[src/rtl/mem_alloc_pkg.sv]
// Shared types and constants for the byte-serial memory allocator.
package mem_alloc_pkg;

    localparam int ADDR_W = 32;
    localparam int WORD_W = 32;

    localparam logic [1:0] IO_SEL = 2'b11;

    localparam logic [1:0] OFF_B = 2'd0;
    localparam logic [1:0] OFF_H = 2'd1;
    localparam logic [1:0] OFF_W = 2'd3;

    localparam int GNT_IF    = 0;
    localparam int GNT_LSB_R = 1;
    localparam int GNT_W     = 2;

    typedef enum logic [1:0] {
        IDLE,
        RD_IF,
        RD_LSB,
        WR
    } state_t;

    function automatic logic [7:0] get_byte(input logic [WORD_W-1:0] word,
                                            input logic [1:0]        idx);
        return word[{idx, 3'b000} +: 8];
    endfunction

endpackage

[src/rtl/mem_alloc_if.sv]
// Request/response and RAM-port signals of the memory allocator.
import mem_alloc_pkg::*;

interface mem_alloc_if;

    logic              rdy_in;
    logic              clear_branch_in;

    logic              if_r_en_in;
    logic [ADDR_W-1:0] if_r_a_in;
    logic              alloc_to_if_gr_out;
    logic              alloc_to_if_en_out;
    logic [WORD_W-1:0] if_d_out;

    logic              lsb_to_alloc_r_en_in;
    logic [1:0]        lsb_r_offset_in;
    logic [ADDR_W-1:0] lsb_r_a_in;
    logic              alloc_to_lsb_r_gr_out;
    logic              alloc_to_lsb_r_en_out;
    logic [WORD_W-1:0] lsb_d_out;

    logic              lsb_to_alloc_w_en_in;
    logic [1:0]        lsb_w_offset_in;
    logic [ADDR_W-1:0] lsb_w_a_in;
    logic [WORD_W-1:0] lsb_d_in;
    logic              alloc_to_lsb_w_gr_out;
    logic              alloc_to_lsb_w_en_out;

    logic [7:0]        mem_din_in;
    logic [7:0]        mem_dout_out;
    logic [ADDR_W-1:0] mem_a_out;
    logic              mem_wr_out;
    logic              io_buffer_full_in;

    // Master is the surrounding system: requesters, RAM and IO status.
    modport master (
        output rdy_in, clear_branch_in,
        output if_r_en_in, if_r_a_in,
        input  alloc_to_if_gr_out, alloc_to_if_en_out, if_d_out,
        output lsb_to_alloc_r_en_in, lsb_r_offset_in, lsb_r_a_in,
        input  alloc_to_lsb_r_gr_out, alloc_to_lsb_r_en_out, lsb_d_out,
        output lsb_to_alloc_w_en_in, lsb_w_offset_in, lsb_w_a_in, lsb_d_in,
        input  alloc_to_lsb_w_gr_out, alloc_to_lsb_w_en_out,
        output mem_din_in, io_buffer_full_in,
        input  mem_dout_out, mem_a_out, mem_wr_out
    );

    modport slave (
        input  rdy_in, clear_branch_in,
        input  if_r_en_in, if_r_a_in,
        output alloc_to_if_gr_out, alloc_to_if_en_out, if_d_out,
        input  lsb_to_alloc_r_en_in, lsb_r_offset_in, lsb_r_a_in,
        output alloc_to_lsb_r_gr_out, alloc_to_lsb_r_en_out, lsb_d_out,
        input  lsb_to_alloc_w_en_in, lsb_w_offset_in, lsb_w_a_in, lsb_d_in,
        output alloc_to_lsb_w_gr_out, alloc_to_lsb_w_en_out,
        input  mem_din_in, io_buffer_full_in,
        output mem_dout_out, mem_a_out, mem_wr_out
    );

endinterface

[src/rtl/mem_alloc_arb.sv]
// Fixed-priority request picker: write > LSB read > fetch.
import mem_alloc_pkg::*;

module mem_alloc_arb (
    input  logic              w_req,
    input  logic              lsb_r_req,
    input  logic              if_req,
    input  logic              block_reads,
    input  logic [ADDR_W-1:0] w_a,
    input  logic [ADDR_W-1:0] lsb_r_a,
    input  logic [ADDR_W-1:0] if_a,
    input  logic [1:0]        w_off,
    input  logic [1:0]        lsb_r_off,
    input  logic [WORD_W-1:0] w_d,
    output logic [2:0]        grant,
    output logic [ADDR_W-1:0] sel_a,
    output logic [1:0]        sel_off,
    output logic [WORD_W-1:0] sel_d
);

    // A flush blocks both reads but never a write.
    always_comb begin
        grant   = '0;
        sel_a   = '0;
        sel_off = OFF_B;
        sel_d   = '0;
        if (w_req) begin
            grant[GNT_W] = 1'b1;
            sel_a        = w_a;
            sel_off      = w_off;
            sel_d        = w_d;
        end else if (lsb_r_req && !block_reads) begin
            grant[GNT_LSB_R] = 1'b1;
            sel_a            = lsb_r_a;
            sel_off          = lsb_r_off;
        end else if (if_req && !block_reads) begin
            grant[GNT_IF] = 1'b1;
            sel_a         = if_a;
            sel_off       = OFF_W;
        end
    end

endmodule

[src/rtl/mem_alloc.sv]
// Memory allocator: serves fetch, LSB read and LSB write requests over a
// byte-serial RAM port, assembling or splitting words one byte per cycle.
import mem_alloc_pkg::*;

module mem_alloc (
    input  logic       clk_in,
    input  logic       rst_n_in,
    mem_alloc_if.slave bus
);

    state_t            state;
    logic [ADDR_W-1:0] addr_q;
    logic [1:0]        off_q;
    logic [WORD_W-1:0] wdata_q;
    logic [WORD_W-1:0] rbuf;
    logic [2:0]        cnt;
    logic              paused;

    logic              if_gr_q, if_en_q;
    logic              lsb_r_gr_q, lsb_r_en_q;
    logic              w_gr_q, w_en_q;
    logic [WORD_W-1:0] if_d_q, lsb_d_q;
    logic [7:0]        dout_q;
    logic [ADDR_W-1:0] mem_a_q;
    logic              mem_wr_q;

    logic [2:0]        grant;
    logic [ADDR_W-1:0] sel_a;
    logic [1:0]        sel_off;
    logic [WORD_W-1:0] sel_d;
    logic [ADDR_W-1:0] cur_addr, nxt_addr;
    logic [WORD_W-1:0] rd_word;
    logic              io_stall_first, io_stall_cur;

    mem_alloc_arb u_arb (
        .w_req       (bus.lsb_to_alloc_w_en_in),
        .lsb_r_req   (bus.lsb_to_alloc_r_en_in),
        .if_req      (bus.if_r_en_in),
        .block_reads (bus.clear_branch_in),
        .w_a         (bus.lsb_w_a_in),
        .lsb_r_a     (bus.lsb_r_a_in),
        .if_a        (bus.if_r_a_in),
        .w_off       (bus.lsb_w_offset_in),
        .lsb_r_off   (bus.lsb_r_offset_in),
        .w_d         (bus.lsb_d_in),
        .grant       (grant),
        .sel_a       (sel_a),
        .sel_off     (sel_off),
        .sel_d       (sel_d)
    );

    assign cur_addr       = addr_q + {{(ADDR_W-3){1'b0}}, cnt};
    assign nxt_addr       = cur_addr + ADDR_W'(1);
    assign io_stall_first = (sel_a[17:16] == IO_SEL) && bus.io_buffer_full_in;
    assign io_stall_cur   = (cur_addr[17:16] == IO_SEL) && bus.io_buffer_full_in;

    // Word as it will look once the byte arriving this cycle is merged in.
    always_comb begin
        rd_word = rbuf;
        rd_word[{cnt[1:0], 3'b000} +: 8] = bus.mem_din_in;
    end

    always_ff @(posedge clk_in or negedge rst_n_in) begin
        if (!rst_n_in) begin
            state      <= IDLE;
            addr_q     <= '0;
            off_q      <= '0;
            wdata_q    <= '0;
            rbuf       <= '0;
            cnt        <= '0;
            paused     <= 1'b0;
            if_gr_q    <= 1'b0;
            if_en_q    <= 1'b0;
            lsb_r_gr_q <= 1'b0;
            lsb_r_en_q <= 1'b0;
            w_gr_q     <= 1'b0;
            w_en_q     <= 1'b0;
            if_d_q     <= '0;
            lsb_d_q    <= '0;
            dout_q     <= '0;
            mem_a_q    <= '0;
            mem_wr_q   <= 1'b0;
        end else begin
            if_gr_q    <= 1'b0;
            if_en_q    <= 1'b0;
            lsb_r_gr_q <= 1'b0;
            lsb_r_en_q <= 1'b0;
            w_gr_q     <= 1'b0;
            w_en_q     <= 1'b0;
            mem_wr_q   <= 1'b0;
            if (bus.rdy_in) begin
                case (state)
                    IDLE: begin
                        if (grant != 3'b000) begin
                            addr_q  <= sel_a;
                            off_q   <= sel_off;
                            wdata_q <= sel_d;
                            rbuf    <= '0;
                            mem_a_q <= sel_a;
                            cnt     <= '0;
                            if (grant[GNT_W]) begin
                                state  <= WR;
                                w_gr_q <= 1'b1;
                                if (!io_stall_first) begin
                                    dout_q   <= get_byte(sel_d, 2'd0);
                                    mem_wr_q <= 1'b1;
                                    cnt      <= 3'd1;
                                end
                            end else if (grant[GNT_LSB_R]) begin
                                state      <= RD_LSB;
                                lsb_r_gr_q <= 1'b1;
                            end else begin
                                state   <= RD_IF;
                                if_gr_q <= 1'b1;
                            end
                        end
                    end
                    RD_IF, RD_LSB: begin
                        if (bus.clear_branch_in) begin
                            state  <= IDLE;
                            cnt    <= '0;
                            paused <= 1'b0;
                        end else if (paused) begin
                            // The RAM may have moved on while frozen: refetch from byte 0.
                            paused  <= 1'b0;
                            cnt     <= '0;
                            mem_a_q <= addr_q;
                        end else begin
                            rbuf <= rd_word;
                            if (cnt[1:0] == off_q) begin
                                state <= IDLE;
                                cnt   <= '0;
                                if (state == RD_IF) begin
                                    if_d_q  <= rd_word;
                                    if_en_q <= 1'b1;
                                end else begin
                                    lsb_d_q    <= rd_word;
                                    lsb_r_en_q <= 1'b1;
                                end
                            end else begin
                                cnt     <= cnt + 3'd1;
                                mem_a_q <= nxt_addr;
                            end
                        end
                    end
                    WR: begin
                        if (cnt == ({1'b0, off_q} + 3'd1)) begin
                            state  <= IDLE;
                            cnt    <= '0;
                            w_en_q <= 1'b1;
                        end else if (!io_stall_cur) begin
                            mem_a_q  <= cur_addr;
                            dout_q   <= get_byte(wdata_q, cnt[1:0]);
                            mem_wr_q <= 1'b1;
                            cnt      <= cnt + 3'd1;
                        end
                    end
                    default: state <= IDLE;
                endcase
            end else if (state == RD_IF || state == RD_LSB) begin
                paused <= 1'b1;
            end
        end
    end

    assign bus.alloc_to_if_gr_out    = if_gr_q;
    assign bus.alloc_to_if_en_out    = if_en_q;
    assign bus.if_d_out              = if_d_q;
    assign bus.alloc_to_lsb_r_gr_out = lsb_r_gr_q;
    assign bus.alloc_to_lsb_r_en_out = lsb_r_en_q;
    assign bus.lsb_d_out             = lsb_d_q;
    assign bus.alloc_to_lsb_w_gr_out = w_gr_q;
    assign bus.alloc_to_lsb_w_en_out = w_en_q;
    assign bus.mem_dout_out          = dout_q;
    assign bus.mem_a_out             = mem_a_q;
    assign bus.mem_wr_out            = mem_wr_q;

endmodule
[src/flat_wrapper.sv]
// flat-port wrapper written by rule: the top's interface ports become plain ports
module mem_alloc_flat 
  (clk_in, rst_n_in, bus_rdy_in, bus_clear_branch_in, bus_if_r_en_in, bus_if_r_a_in, bus_alloc_to_if_gr_out, bus_alloc_to_if_en_out, bus_if_d_out, bus_lsb_to_alloc_r_en_in, bus_lsb_r_offset_in, bus_lsb_r_a_in, bus_alloc_to_lsb_r_gr_out, bus_alloc_to_lsb_r_en_out, bus_lsb_d_out, bus_lsb_to_alloc_w_en_in, bus_lsb_w_offset_in, bus_lsb_w_a_in, bus_lsb_d_in, bus_alloc_to_lsb_w_gr_out, bus_alloc_to_lsb_w_en_out, bus_mem_din_in, bus_io_buffer_full_in, bus_mem_dout_out, bus_mem_a_out, bus_mem_wr_out);
  mem_alloc_if bus_i ();
  input  logic clk_in;
  input  logic rst_n_in;
  input wire logic [$bits(bus_i.rdy_in)-1:0] bus_rdy_in;
  input wire logic [$bits(bus_i.clear_branch_in)-1:0] bus_clear_branch_in;
  input wire logic [$bits(bus_i.if_r_en_in)-1:0] bus_if_r_en_in;
  input wire logic [$bits(bus_i.if_r_a_in)-1:0] bus_if_r_a_in;
  output wire logic [$bits(bus_i.alloc_to_if_gr_out)-1:0] bus_alloc_to_if_gr_out;
  output wire logic [$bits(bus_i.alloc_to_if_en_out)-1:0] bus_alloc_to_if_en_out;
  output wire logic [$bits(bus_i.if_d_out)-1:0] bus_if_d_out;
  input wire logic [$bits(bus_i.lsb_to_alloc_r_en_in)-1:0] bus_lsb_to_alloc_r_en_in;
  input wire logic [$bits(bus_i.lsb_r_offset_in)-1:0] bus_lsb_r_offset_in;
  input wire logic [$bits(bus_i.lsb_r_a_in)-1:0] bus_lsb_r_a_in;
  output wire logic [$bits(bus_i.alloc_to_lsb_r_gr_out)-1:0] bus_alloc_to_lsb_r_gr_out;
  output wire logic [$bits(bus_i.alloc_to_lsb_r_en_out)-1:0] bus_alloc_to_lsb_r_en_out;
  output wire logic [$bits(bus_i.lsb_d_out)-1:0] bus_lsb_d_out;
  input wire logic [$bits(bus_i.lsb_to_alloc_w_en_in)-1:0] bus_lsb_to_alloc_w_en_in;
  input wire logic [$bits(bus_i.lsb_w_offset_in)-1:0] bus_lsb_w_offset_in;
  input wire logic [$bits(bus_i.lsb_w_a_in)-1:0] bus_lsb_w_a_in;
  input wire logic [$bits(bus_i.lsb_d_in)-1:0] bus_lsb_d_in;
  output wire logic [$bits(bus_i.alloc_to_lsb_w_gr_out)-1:0] bus_alloc_to_lsb_w_gr_out;
  output wire logic [$bits(bus_i.alloc_to_lsb_w_en_out)-1:0] bus_alloc_to_lsb_w_en_out;
  input wire logic [$bits(bus_i.mem_din_in)-1:0] bus_mem_din_in;
  input wire logic [$bits(bus_i.io_buffer_full_in)-1:0] bus_io_buffer_full_in;
  output wire logic [$bits(bus_i.mem_dout_out)-1:0] bus_mem_dout_out;
  output wire logic [$bits(bus_i.mem_a_out)-1:0] bus_mem_a_out;
  output wire logic [$bits(bus_i.mem_wr_out)-1:0] bus_mem_wr_out;
  assign bus_i.rdy_in = bus_rdy_in;
  assign bus_i.clear_branch_in = bus_clear_branch_in;
  assign bus_i.if_r_en_in = bus_if_r_en_in;
  assign bus_i.if_r_a_in = bus_if_r_a_in;
  assign bus_alloc_to_if_gr_out = bus_i.alloc_to_if_gr_out;
  assign bus_alloc_to_if_en_out = bus_i.alloc_to_if_en_out;
  assign bus_if_d_out = bus_i.if_d_out;
  assign bus_i.lsb_to_alloc_r_en_in = bus_lsb_to_alloc_r_en_in;
  assign bus_i.lsb_r_offset_in = bus_lsb_r_offset_in;
  assign bus_i.lsb_r_a_in = bus_lsb_r_a_in;
  assign bus_alloc_to_lsb_r_gr_out = bus_i.alloc_to_lsb_r_gr_out;
  assign bus_alloc_to_lsb_r_en_out = bus_i.alloc_to_lsb_r_en_out;
  assign bus_lsb_d_out = bus_i.lsb_d_out;
  assign bus_i.lsb_to_alloc_w_en_in = bus_lsb_to_alloc_w_en_in;
  assign bus_i.lsb_w_offset_in = bus_lsb_w_offset_in;
  assign bus_i.lsb_w_a_in = bus_lsb_w_a_in;
  assign bus_i.lsb_d_in = bus_lsb_d_in;
  assign bus_alloc_to_lsb_w_gr_out = bus_i.alloc_to_lsb_w_gr_out;
  assign bus_alloc_to_lsb_w_en_out = bus_i.alloc_to_lsb_w_en_out;
  assign bus_i.mem_din_in = bus_mem_din_in;
  assign bus_i.io_buffer_full_in = bus_io_buffer_full_in;
  assign bus_mem_dout_out = bus_i.mem_dout_out;
  assign bus_mem_a_out = bus_i.mem_a_out;
  assign bus_mem_wr_out = bus_i.mem_wr_out;
  mem_alloc u_core (.clk_in(clk_in), .rst_n_in(rst_n_in), .bus(bus_i));
endmodule
[config.mk]
export PLATFORM = sky130hd
export DESIGN_NAME = mem_alloc_flat
export DESIGN_NICKNAME = d
export VERILOG_FILES = /design/src/rtl/mem_alloc_pkg.sv /design/src/rtl/mem_alloc_if.sv /design/src/rtl/mem_alloc_arb.sv /design/src/rtl/mem_alloc.sv /design/src/flat_wrapper.sv
export SDC_FILE = /design/constraint.sdc
export NUM_CORES = 1
export LEC_CHECK = 0
export ABC_AREA = 1
export BUFFER_PORTS_ARGS = -buffer_cell sky130_fd_sc_hd__buf_2
export CORE_UTILIZATION = 55
export DETAILED_ROUTE_END_ITERATION = 10
export GPL_ROUTABILITY_DRIVEN = 1
export GPL_TIMING_DRIVEN = 0
export PLACE_DENSITY = 0.8
export RECOVER_POWER = 50
export SLEW_MARGIN = 0
export SYNTH_ARGS = -nofsm -noshare
export SYNTH_HDL_FRONTEND = slang
export SYNTH_SLANG_ARGS = --single-unit
[constraint.sdc]
create_clock -name clk_in -period 3.3 [get_ports clk_in]
set_clock_uncertainty 0.05 [all_clocks]
set_input_delay 0.99 -clock clk_in [delete_from_list [all_inputs] [get_ports clk_in]]
set_output_delay 0.99 -clock clk_in [all_outputs]
set_load 0.05 [all_outputs]
# Word-level counts from Yosys, hierarchy flattened
# Index checks and enable logic that the tools add are counted.
dict set report totals {
  elab_cells 156
  reg_bits 215
  out_inout_bits 111
}
dict set report op_classes {
  n_reduce_logical 21
  shift 3
  n_addsub 5
  muxes 86
  n_eq_ne 20
  n_bitwise 3
}
# op count
set ops {}
lappend ops {{$mux 32} 13}
lappend ops {{$pmux 32 s3} 1}
lappend ops {{$pmux 32 s2} 1}
lappend ops {{$mux 1} 43}
lappend ops {{$mux 8} 5}
lappend ops {{$add 32x1->32 const B} 1}
lappend ops {{$add 32x3->32} 1}
lappend ops {{$bwmux 32} 1}
lappend ops {{$shift 8x7->32 const A} 1}
lappend ops {{$shiftx 32x6->8} 1}
lappend ops {{$shiftx 8x7->32} 1}
lappend ops {{$mux 2} 11}
lappend ops {{$mux 3} 7}
lappend ops {{$reduce_and 6->1} 3}
lappend ops {{$pmux 8 s2} 1}
lappend ops {{$ne 2x2->1 const B} 5}
lappend ops {{$reduce_and 5->1} 2}
lappend ops {{$pmux 3 s3} 1}
lappend ops {{$eq 2x2->1 const B} 4}
lappend ops {{$ne 2x1->1 const B} 4}
lappend ops {{$neg 5->7} 1}
lappend ops {{$reduce_and 7->1} 1}
lappend ops {{$ne 3x2->1 const B} 2}
lappend ops {{$ne 3x3->1 const B} 2}
lappend ops {{other kinds (17)} 25}

# Depth between registers and ports, before layout
# Gate-level depths: netlist (run 1).
dict set report logic_depth {
  word_depth 12
  depth_mapped 19
  mapped_depth_nobuf 19
}

# Modules after synthesis
# A second synthesis (run 1) with hierarchy kept.
dict set report unflattened {
  cells_unflattened 1914
  area_unflattened_um2 13450.4
}
# mod seq_area_each_um2 instances area_each_um2 cells_per_inst
set modules_own_cells {}
lappend modules_own_cells {mem_alloc 5380.2 1 12177.9 1687}
lappend modules_own_cells {mem_alloc_arb 0.0 1 1272.5 227}

# Worst setup path after synthesis (run 1)
# No wires, ideal clock.
dict set report synth_timing {
  path_kind {register -> register}
  start {register u_core.cnt[0]}
  end {register u_core.mem_a_q[20], in the netlist u_core.bus.mem_a_out[20]}
  period_less_slack_ps 2769
  t_required_ps 3130
  n_path_buf 0
  stages_incl_launch_ff 17
  setup_ps 120
  slack_ps 531
  t_arrival_ps 2599
  path_cell_list {dfrtp_1 -> ha_1 -> fa_1 -> ha_1 -> inv_1 -> nor2_1 -> nand3_1 -> nor2_1 -> nand2_1 -> nor2_4 -> nand3_4 -> nor2_4 -> nand2_1 -> nand2_1 -> nor2_1 -> o21ai_1 -> nand2_1}
}
dict set report synth_between {
  elab_chain_len 6
  word_cells_on_any_way 16
}
# element line_no
set synth_lines {}
lappend synth_lines {{start: declaration} mem_alloc.sv:16} ;# logic [2:0] cnt;
lappend synth_lines {{start signal: assignment} mem_alloc.sv:141} ;# cnt <= cnt + 3'd1;
lappend synth_lines {{start signal: assignment} mem_alloc.sv:155} ;# cnt <= cnt + 3'd1;
lappend synth_lines {{$add 32x3->32} mem_alloc.sv:52} ;# assign cur_addr = addr_q + {{(ADDR_W-3){1'b0}}, cnt};
lappend synth_lines {{$add 32x1->32} mem_alloc.sv:53} ;# assign nxt_addr = cur_addr + ADDR_W'(1);
lappend synth_lines {{$mux 32} mem_alloc.sv:130} ;# if (cnt[1:0] == off_q) begin
lappend synth_lines {{$mux 32} mem_alloc.sv:123} ;# end else if (paused) begin
lappend synth_lines {{$mux 32} mem_alloc.sv:119} ;# if (bus.clear_branch_in) begin
lappend synth_lines {{$pmux 32 s3} mem_alloc.sv:92} ;# case (state)
lappend synth_lines {{end signal: assignment} mem_alloc.sv:99} ;# mem_a_q <= sel_a;
lappend synth_lines {{end signal: assignment} mem_alloc.sv:127} ;# mem_a_q <= addr_q;
lappend synth_lines {{end signal: assignment} mem_alloc.sv:142} ;# mem_a_q <= nxt_addr;
lappend synth_lines {{end: declaration} mem_alloc.sv:24} ;# logic [ADDR_W-1:0] mem_a_q;
# Several ways; a longest one is shown, not always the timed one. The select of a mux whose other input is x is not followed.
# A chain may end at the register's enable or synchronous reset.

# Final worst setup path (run 1)
dict set report layout_timing {
  start {register u_core.cnt[0]}
  end {register u_core.mem_a_q[12], in the netlist u_core.bus.mem_a_out[12]}
}
# Same word-level chain as after synthesis.

==> flow_metrics.py, run 1 <==
metrics = {
    "synthesis": {
        "synthMuxAreaShare_pct": 0,
        "syn_nets": 1952,
        "synth_cell_types": 49,
        "synth_top_family_by_area": "simple AND/OR/NAND/NOR gates",
        "yosys.area_share.simple_pct": 33.2,
        "synthArstFlopShare_pct": 100,
        "ys_ff_latch": 215,
        "avgSynthCellArea_um2": 7.03,
        "synth-warning-count": 0,
        "yosysSeqAreaShare_pct": 42.8,
        "synth_fa_ha_area_share_pct": 1.55,
        "synth_edf_count": 0,
        "synth_compound_area_share_pct": 13.8,
        "synth_xor_area_share_pct": 0.557,
        "postSynthCellCount": 1789,
        "synth_top_flop_cell": "dfrtp_1",
        "syn-cell-area_mm2": 0.0126,
    },
    "cts": {
        "clk_pin_slew_worst_paths_ns": 0.07,
        "cts_max_path_buffers": 3,
        "cts_made_buffers": 24,
        "cts_tree": "built",
        "insertion_delay_ns": 0.53,
        "cts_hold_buf": 0,
        "htree_levels": 1,
        "clockRootBuffer": "clkbuf_16",
        "cts.sinks": 215,
    },
    "power_and_ir_drop": {
        "max-vdd-ir-drop_v": 0.000514,
        "p_leak_nw": 7.39,
        "total_power_mw": 14.5,
        "p_per_area_mw_per_mm2": 959,
    },
    "die": {
        "core_area_mm2": 0.0221,
        "row_count": 54,
        "io_pins": 259,
        "die_y_um": 153,
        "die_area_mm2": 0.0235,
        "initial_utilization_pct": 56.9,
        "die_w_um": 153,
    },
    "drt": {
        "drt_iter0_drc": 1179,
        "num_vias": 13400,
        "drc": 0,
        "wl_per_cell_um": 17.6,
        "routed_via_density": 5.63,
        "dr.pass1.iters": 5,
        "wirelength_um": 41800,
        "postRouteAntennaNets": 0,
    },
    "critical_path": {
        "critPathMaxStageDelay_ns": 0.55,
        "worst-r2r-cell-count": 15,
        "cp-end-kind": "register",
        "crit_top_cell": "nand2_1",
        "start_kind": "register",
        "cp.arrival_ns": 3.52,
        "critPathKind": "reg -> reg",
        "cp_max_fo": 5,
        "cp_data_required_time_ns": 3.65,
        "slowest_stage": "fa_1",
        "path_cells": "ha_2 > fa_1 > ha_1 > inv_1 > nor2_2 > nand3_2 > nor2_4 > nand2_1 > nor2_4 > buf_4 > nand2_1 > o21ai_0 > nand4_1 > nand2_1 > nand2_1",
        "rrSetupSlack_ns": 0.13,
    },
    "timing": {
        "drv_slew": 115,
        "fin_crit_ns": 3.17,
        "relSlewSlack_pct": -4.30,
        "setup_viol": 0,
        "holdWs_ns": 0.417,
        "timing.final.crit_share_pct": 96.1,
        "fmax_mhz": 315,
        "worstMarginPinSlew_ns": 1.56,
        "rsz0062_at_grt": "false",
        "hold_violations": 0,
    },
    "placed_design": {
        "port_buffers": 258,
        "dp_hpwl_um": 31700,
        "placed_cells": 2328,
        "place_congestion": 1.00,
    },
    "global_routing": {
        "grt_pass1_vias": 12600,
        "track_usage_pct": 36.0,
        "antenna_found_initial": 0,
        "grt_pass1_wl_um": 66500,
        "grt_max_degree": 115,
        "grt.overflow.total": 0,
    },
    "worst_hold_path": {
        "hp-class": "reg -> reg",
        "holdPathStages": 2,
    },
    "outcome": {
        "violations": "max-capacitance violations, max-slew violations",
        "status": "complete, but fails checks",
    },
    "finish": {
        "nNetsFinal": 2242,
        "area_growth_pct": 19.9,
        "drive_gt1_share_pct": 16.3,
        "finalNonFillerCells": 2375,
        "diodes": 0,
    },
    "flow_run": {
        "maxCapViolCount": 1,
    },
}
-- placed cells by master (no fill, tap or decap), types with 3 or more instances in the layout --
| master | Yosys | final |
|---|---|---|
| nor3_1 | 6 | 6 |
| dfrtp_1 | 215 | 214 |
| nor2_4 | 13 | 19 |
| nand2_2 | 17 | 22 |
| buf_2 | 5 | 214 |
| nand4_1 | 18 | 18 |
| o2111ai_1 | 4 | 4 |
| nand3_1 | 145 | 141 |
| clkinv_1 | 3 | 3 |
| buf_4 | 5 | 10 |
| a22o_1 | 8 | 8 |
| a21oi_1 | 25 | 25 |
| a31oi_1 | 3 | 3 |
| inv_2 | 10 | 9 |
| clkbuf_1 | 62 | 112 |
| o21ai_1 | 17 | 16 |
| buf_1 | 7 | 7 |
| o211ai_1 | 5 | 5 |
| a22oi_1 | 8 | 8 |
| o22ai_1 | 37 | 37 |
| o21ai_0 | 162 | 162 |
| xor2_1 | 6 | 6 |
| nor2_1 | 132 | 127 |
| a21boi_0 | 3 | 3 |
| nor2_2 | 11 | 10 |
| nand2_1 | 640 | 635 |
| clkinv_2 | 0 | 6 |
| clkbuf_16 | 0 | 25 |
| inv_1 | 170 | 171 |
| o31ai_1 | 3 | 3 |
| o221ai_1 | 13 | 13 |
| ha_1 | 14 | 13 |
| nand3_2 | 1 | 5 |
-- stage by stage --
step / setup TNS (ns) / util, % / cell area, µm² / worst slack (ns)
after global routing: 0 / 68.2 / 15100 / 0.0135
after CTS: 0 / 68.2 / 15100 / 0.00979
after detailed placement: -1.35 / 64.5 / 14300 / -0.114
after floorplan: 0 / - / 12600 / 0.531
after global placement: -520.87 / 64.3 / 14200 / -2.44
final: 0 / 68.2 / 15100 / 0.127
-- cell usage after synthesis, types with 2 or more instances --
master,count,area [µm²]
a21boi_0,3,22.5
a21oi_1,25,125
a221oi_1,2,17.5
a22o_1,8,70.1
a22oi_1,8,60.1
a31oi_1,3,18.8
buf_1,7,26.3
buf_2,5,25.0
buf_4,5,37.5
clkbuf_1,62,233
clkinv_1,3,11.3
dfrtp_1,215,5380
ha_1,14,175
inv_1,170,638
inv_2,10,37.5
nand2_1,640,2400
nand2_2,17,106
nand2_4,2,22.5
nand3_1,145,726
nand4_1,18,113
nor2_1,132,495
nor2_2,11,68.8
nor2_4,13,146
nor3_1,6,30.0
o2111ai_1,4,35.0
o211ai_1,5,37.5
o21ai_0,162,811
o21ai_1,17,85.1
o221ai_1,13,114
o22ai_1,37,231
o31ai_1,3,22.5
xnor2_1,2,17.5
xor2_1,6,52.6
-- power by group --
group	internal [mW]	total, mW	leakage [nW]	switching (mW)
Combinational	1.85	7.42	4.16	5.57
Clock	1.57	2.70	0.394	1.13
Sequential	3.65	4.34	2.83	0.693
Total	7.07	14.5	7.39	7.39
-- kinds of logic after synthesis --
family / Yosys count
simple gates: 990
flops: 215
compound gates: 298
xor+xnor: 8
buf+inv: 263
fa+ha+maj: 15
-- registers in the layout (all words and copies together) (netlist names), 2 cells and up --
| name | cells |
|---|---|
| u_core.addr_q | 32 |
| u_core.bus.if_d_out | 32 |
| u_core.bus.lsb_d_out | 32 |
| u_core.bus.mem_a_out | 32 |
| u_core.rbuf | 32 |
| u_core.wdata_q | 32 |
| u_core.bus.mem_dout_out | 8 |
| u_core.cnt | 3 |
| u_core.off_q | 2 |
| u_core.state | 2 |
-- final timing paths --
kind                                                       from                              endpoint
hold reg to reg            u_core.bus.lsb_d_out[11]$_DFFE_PN0P_  u_core.bus.lsb_d_out[11]$_DFFE_PN0P_
setup / recovery                      u_core.cnt[0]$_DFFE_PN0P_  u_core.bus.mem_a_out[12]$_DFFE_PN0P_
min in group asynchronous                              rst_n_in   u_core.bus.if_d_out[19]$_DFFE_PN0P_
max in group asynchronous                              rst_n_in         u_core.addr_q[28]$_DFFE_PN0P_
setup reg to reg                      u_core.cnt[0]$_DFFE_PN0P_  u_core.bus.mem_a_out[12]$_DFFE_PN0P_
hold / removal             u_core.bus.lsb_d_out[11]$_DFFE_PN0P_  u_core.bus.lsb_d_out[11]$_DFFE_PN0P_
-- cell type report --
| type | count | area (µm²) |
|---|---|---|
| buffer | 80 | 334 |
| sequential | 215 | 5380 |
| clock inverter | 13 | 136 |
| tap | 280 | 350 |
| fill | 2042 | 7020 |
| inverter | 183 | 687 |
| multi-input combinational | 1311 | 6250 |
| clock buffer | 29 | 651 |
| timing repair buffer | 264 | 1280 |
-- critical path, delay by kind of cell (launching register included) --
kind	cells	cell delay, ns
fa+ha+maj	3	0.98
buf+inv	2	0.24
flops	1	0.45
compound gates	1	0.22
simple gates	9	1.11
-- per-layer routing --
layer  routed length [µm]  vias up  track usage, %
met2                18900      711            57.3
li1                     -     6367               -
met4                 1590        0            14.0
met5                    0        -               0
met1                17600     6188            50.0
met3                 3640      107            4.82
-- what timing repair did --
action / in CTS / in global routing
hold endpoints to repair: 0 / 0
setup endpoints to repair: 19 / 76
resized for setup: 5 / 20
buffers inserted: 1 / 4
pin swaps: 1 / 5
(Power assumes the default switching activity.)
==> run 2, diff against run 1 <==
Settings changed: CORE_ASPECT_RATIO from default to 0.9.
==> run 2 against run 1 <==
Clock power shrank 7%; wire length rose by 6.1%; critical path depth up 4; the flow finishes with violations (design-rule violations, max-capacitance violations, max-slew violations).
==> flow_metrics.py, run 2 (synthesized netlist as in run 1, its figures left out) <==
metrics = {
    "cts": {
        "htree_levels": 1,
        "cts_tree": "built",
        "cts_made_buffers": 24,
        "cts_hold_buf": 0,
        "clockRootBuffer": "clkbuf_16",
        "cts_max_path_buffers": 3,
        "clk_pin_slew_worst_paths_ns": 0.06,
        "cts.sinks": 215,
        "insertion_delay_ns": 0.53,
    },
    "die": {
        "die_area_mm2": 0.0235,
        "die_y_um": 145,
        "core_area_mm2": 0.0224,
        "io_pins": 259,
        "die_w_um": 161,
        "initial_utilization_pct": 56.0,
        "row_count": 52,
    },
    "worst_hold_path": {
        "hp-class": "reg -> reg",
    },
    "timing": {
        "tns_ns": 0,
        "drv_slew": 122,
        "fmax_mhz": 312,
        "holdWs_ns": 0.415,
        "relSlewSlack_pct": -12.6,
        "timing.final.crit_share_pct": 97.1,
        "hold_violations": 0,
        "worstMarginPinSlew_ns": 1.69,
        "setup_viol": 0,
        "fin_crit_ns": 3.20,
    },
    "global_routing": {
        "antenna_found_initial": 1,
        "grt_pass1_wl_um": 68200,
        "grt_max_degree": 122,
        "grt_pass1_vias": 12500,
        "grt.overflow.total": 0,
        "track_usage_pct": 37.6,
    },
    "critical_path": {
        "cp_data_required_time_ns": 3.72,
        "critPathKind": "reg -> reg",
        "cp-end-kind": "register",
        "start_kind": "register",
        "cp.arrival_ns": 3.62,
        "cp_max_fo": 7,
    },
    "finish": {
        "drive_gt1_share_pct": 16.5,
        "mostFrequentLayoutCell": "nand2_1",
        "mostFrequentLayoutCells": "nand2_1, dfrtp_1, buf_2",
        "nNetsFinal": 2245,
        "area_growth_pct": 20.1,
        "fillers": 2034,
    },
    "drt": {
        "routed_via_density": 5.70,
        "drc": 2,
        "postRouteAntennaNets": 0,
        "wl_per_cell_um": 18.5,
        "drt_iter0_drc": 1703,
        "dr.pass1.iters": 8,
        "wirelength_um": 44300,
        "num_vias": 13600,
    },
    "outcome": {
        "violations": "design-rule violations, max-capacitance violations, max-slew violations",
        "status": "complete, but fails checks",
    },
    "power_and_ir_drop": {
        "max-vdd-ir-drop_v": 0.000609,
        "p_leak_nw": 7.34,
        "p_per_area_mw_per_mm2": 956,
    },
    "placed_design": {
        "port_buffers": 258,
        "dp_hpwl_um": 33100,
        "place_congestion": 0.987,
    },
    "flow_run": {
        "maxCapViolCount": 1,
    },
}
==> run 2: worst max-delay path, cell delays in order (launching register included) <==
cell and delay (ns):
dfrtp_2 0.46, ha_4 0.21, fa_1 0.43, nand3_1 0.12, nand2_2 0.12, nand2_1 0.18
nor2_1 0.06, nand2_1 0.05, nand2_1 0.10, inv_2 0.17, nand2_1 0.12, nor2_2 0.17
nand2_1 0.12, nor2_4 0.19, nand2_1 0.07, nand2_1 0.06, nand3_1 0.16, nand2_2 0.15
nand2_1 0.07, nand2_1 0.06
==> run 2: area by class of cell <==
class	instances	area, µm²	share of cell area (%)
well taps	297	372	2.46
multi-input cells	1311	6310	41.8
inverters	183	687	4.55
clock inverters	9	63.8	0.423
repair buffers	267	1300	8.62
diodes	1	2.50	0.0166
clock buffers	30	644	4.27
plain buffers	80	338	2.24
flip-flops and latches	215	5380	35.6
==> run 2: final timing paths <==
| check | from | to | slack (ns) | cells after the start |
|---|---|---|---|---|
| hold / removal | u_core.bus.lsb_d_out[24]$_DFFE_PN0P_ | u_core.bus.lsb_d_out[24]$_DFFE_PN0P_ | 0.42 | 2 |
| min in group asynchronous | rst_n_in | u_core.bus.lsb_d_out[20]$_DFFE_PN0P_ | 0.85 | 1 |
| max in group asynchronous | rst_n_in | u_core.bus.mem_a_out[28]$_DFFE_PN0P_ | 0.71 | 2 |
| setup / recovery | u_core.cnt[0]$_DFFE_PN0P_ | u_core.bus.mem_a_out[27]$_DFFE_PN0P_ | 0.1 | 19 |
| setup reg to reg | u_core.cnt[0]$_DFFE_PN0P_ | u_core.bus.mem_a_out[27]$_DFFE_PN0P_ | 0.1 | 19 |
| hold reg to reg | u_core.bus.lsb_d_out[24]$_DFFE_PN0P_ | u_core.bus.lsb_d_out[24]$_DFFE_PN0P_ | 0.42 | 2 |
==> run 2: repair_timing <==
| item | in CTS | in global routing |
|---|---|---|
| setup buffers | 1 | 7 |
| gates resized for setup | 7 | 32 |
| setup endpoints to repair | 32 | 80 |
| pin swaps | 1 | 11 |
| gates cloned | 0 | 0 |
| hold endpoints to repair | 0 | 0 |
==> run 2: per-layer routing <==
layer / track usage [%] / up-vias / wire (µm)
met3: 9.01 / 85 / 5190
met1: 55.2 / 6407 / 18800
li1: - / 6356 / -
met4: 9.81 / 0 / 1050
met2: 55.6 / 791 / 19300
met5: 0 / - / 0
==> run 2: power by group <==
group          switching [mW]  total [mW]  internal [mW]
registers               0.718        4.37           3.65
logic                    5.69        7.56           1.87
clock network            1.13        2.51           1.38
total                    7.54        14.4           6.90
==> run 2: metrics by stage <==
stage	setup WS [ns]	power, mW	utilization (%)	cell area (µm²)	cells
after floorplan	0.531	9.38	-	12600	1789
after global placement	-2.46	11.5	63.4	14200	2344
after detailed placement	-0.180	11.6	63.6	14300	2345
after CTS	0.0191	14.2	66.9	15000	2385
after global routing	-0.0137	15.2	67.3	15100	2393
final	0.0952	14.4	67.3	15100	2393
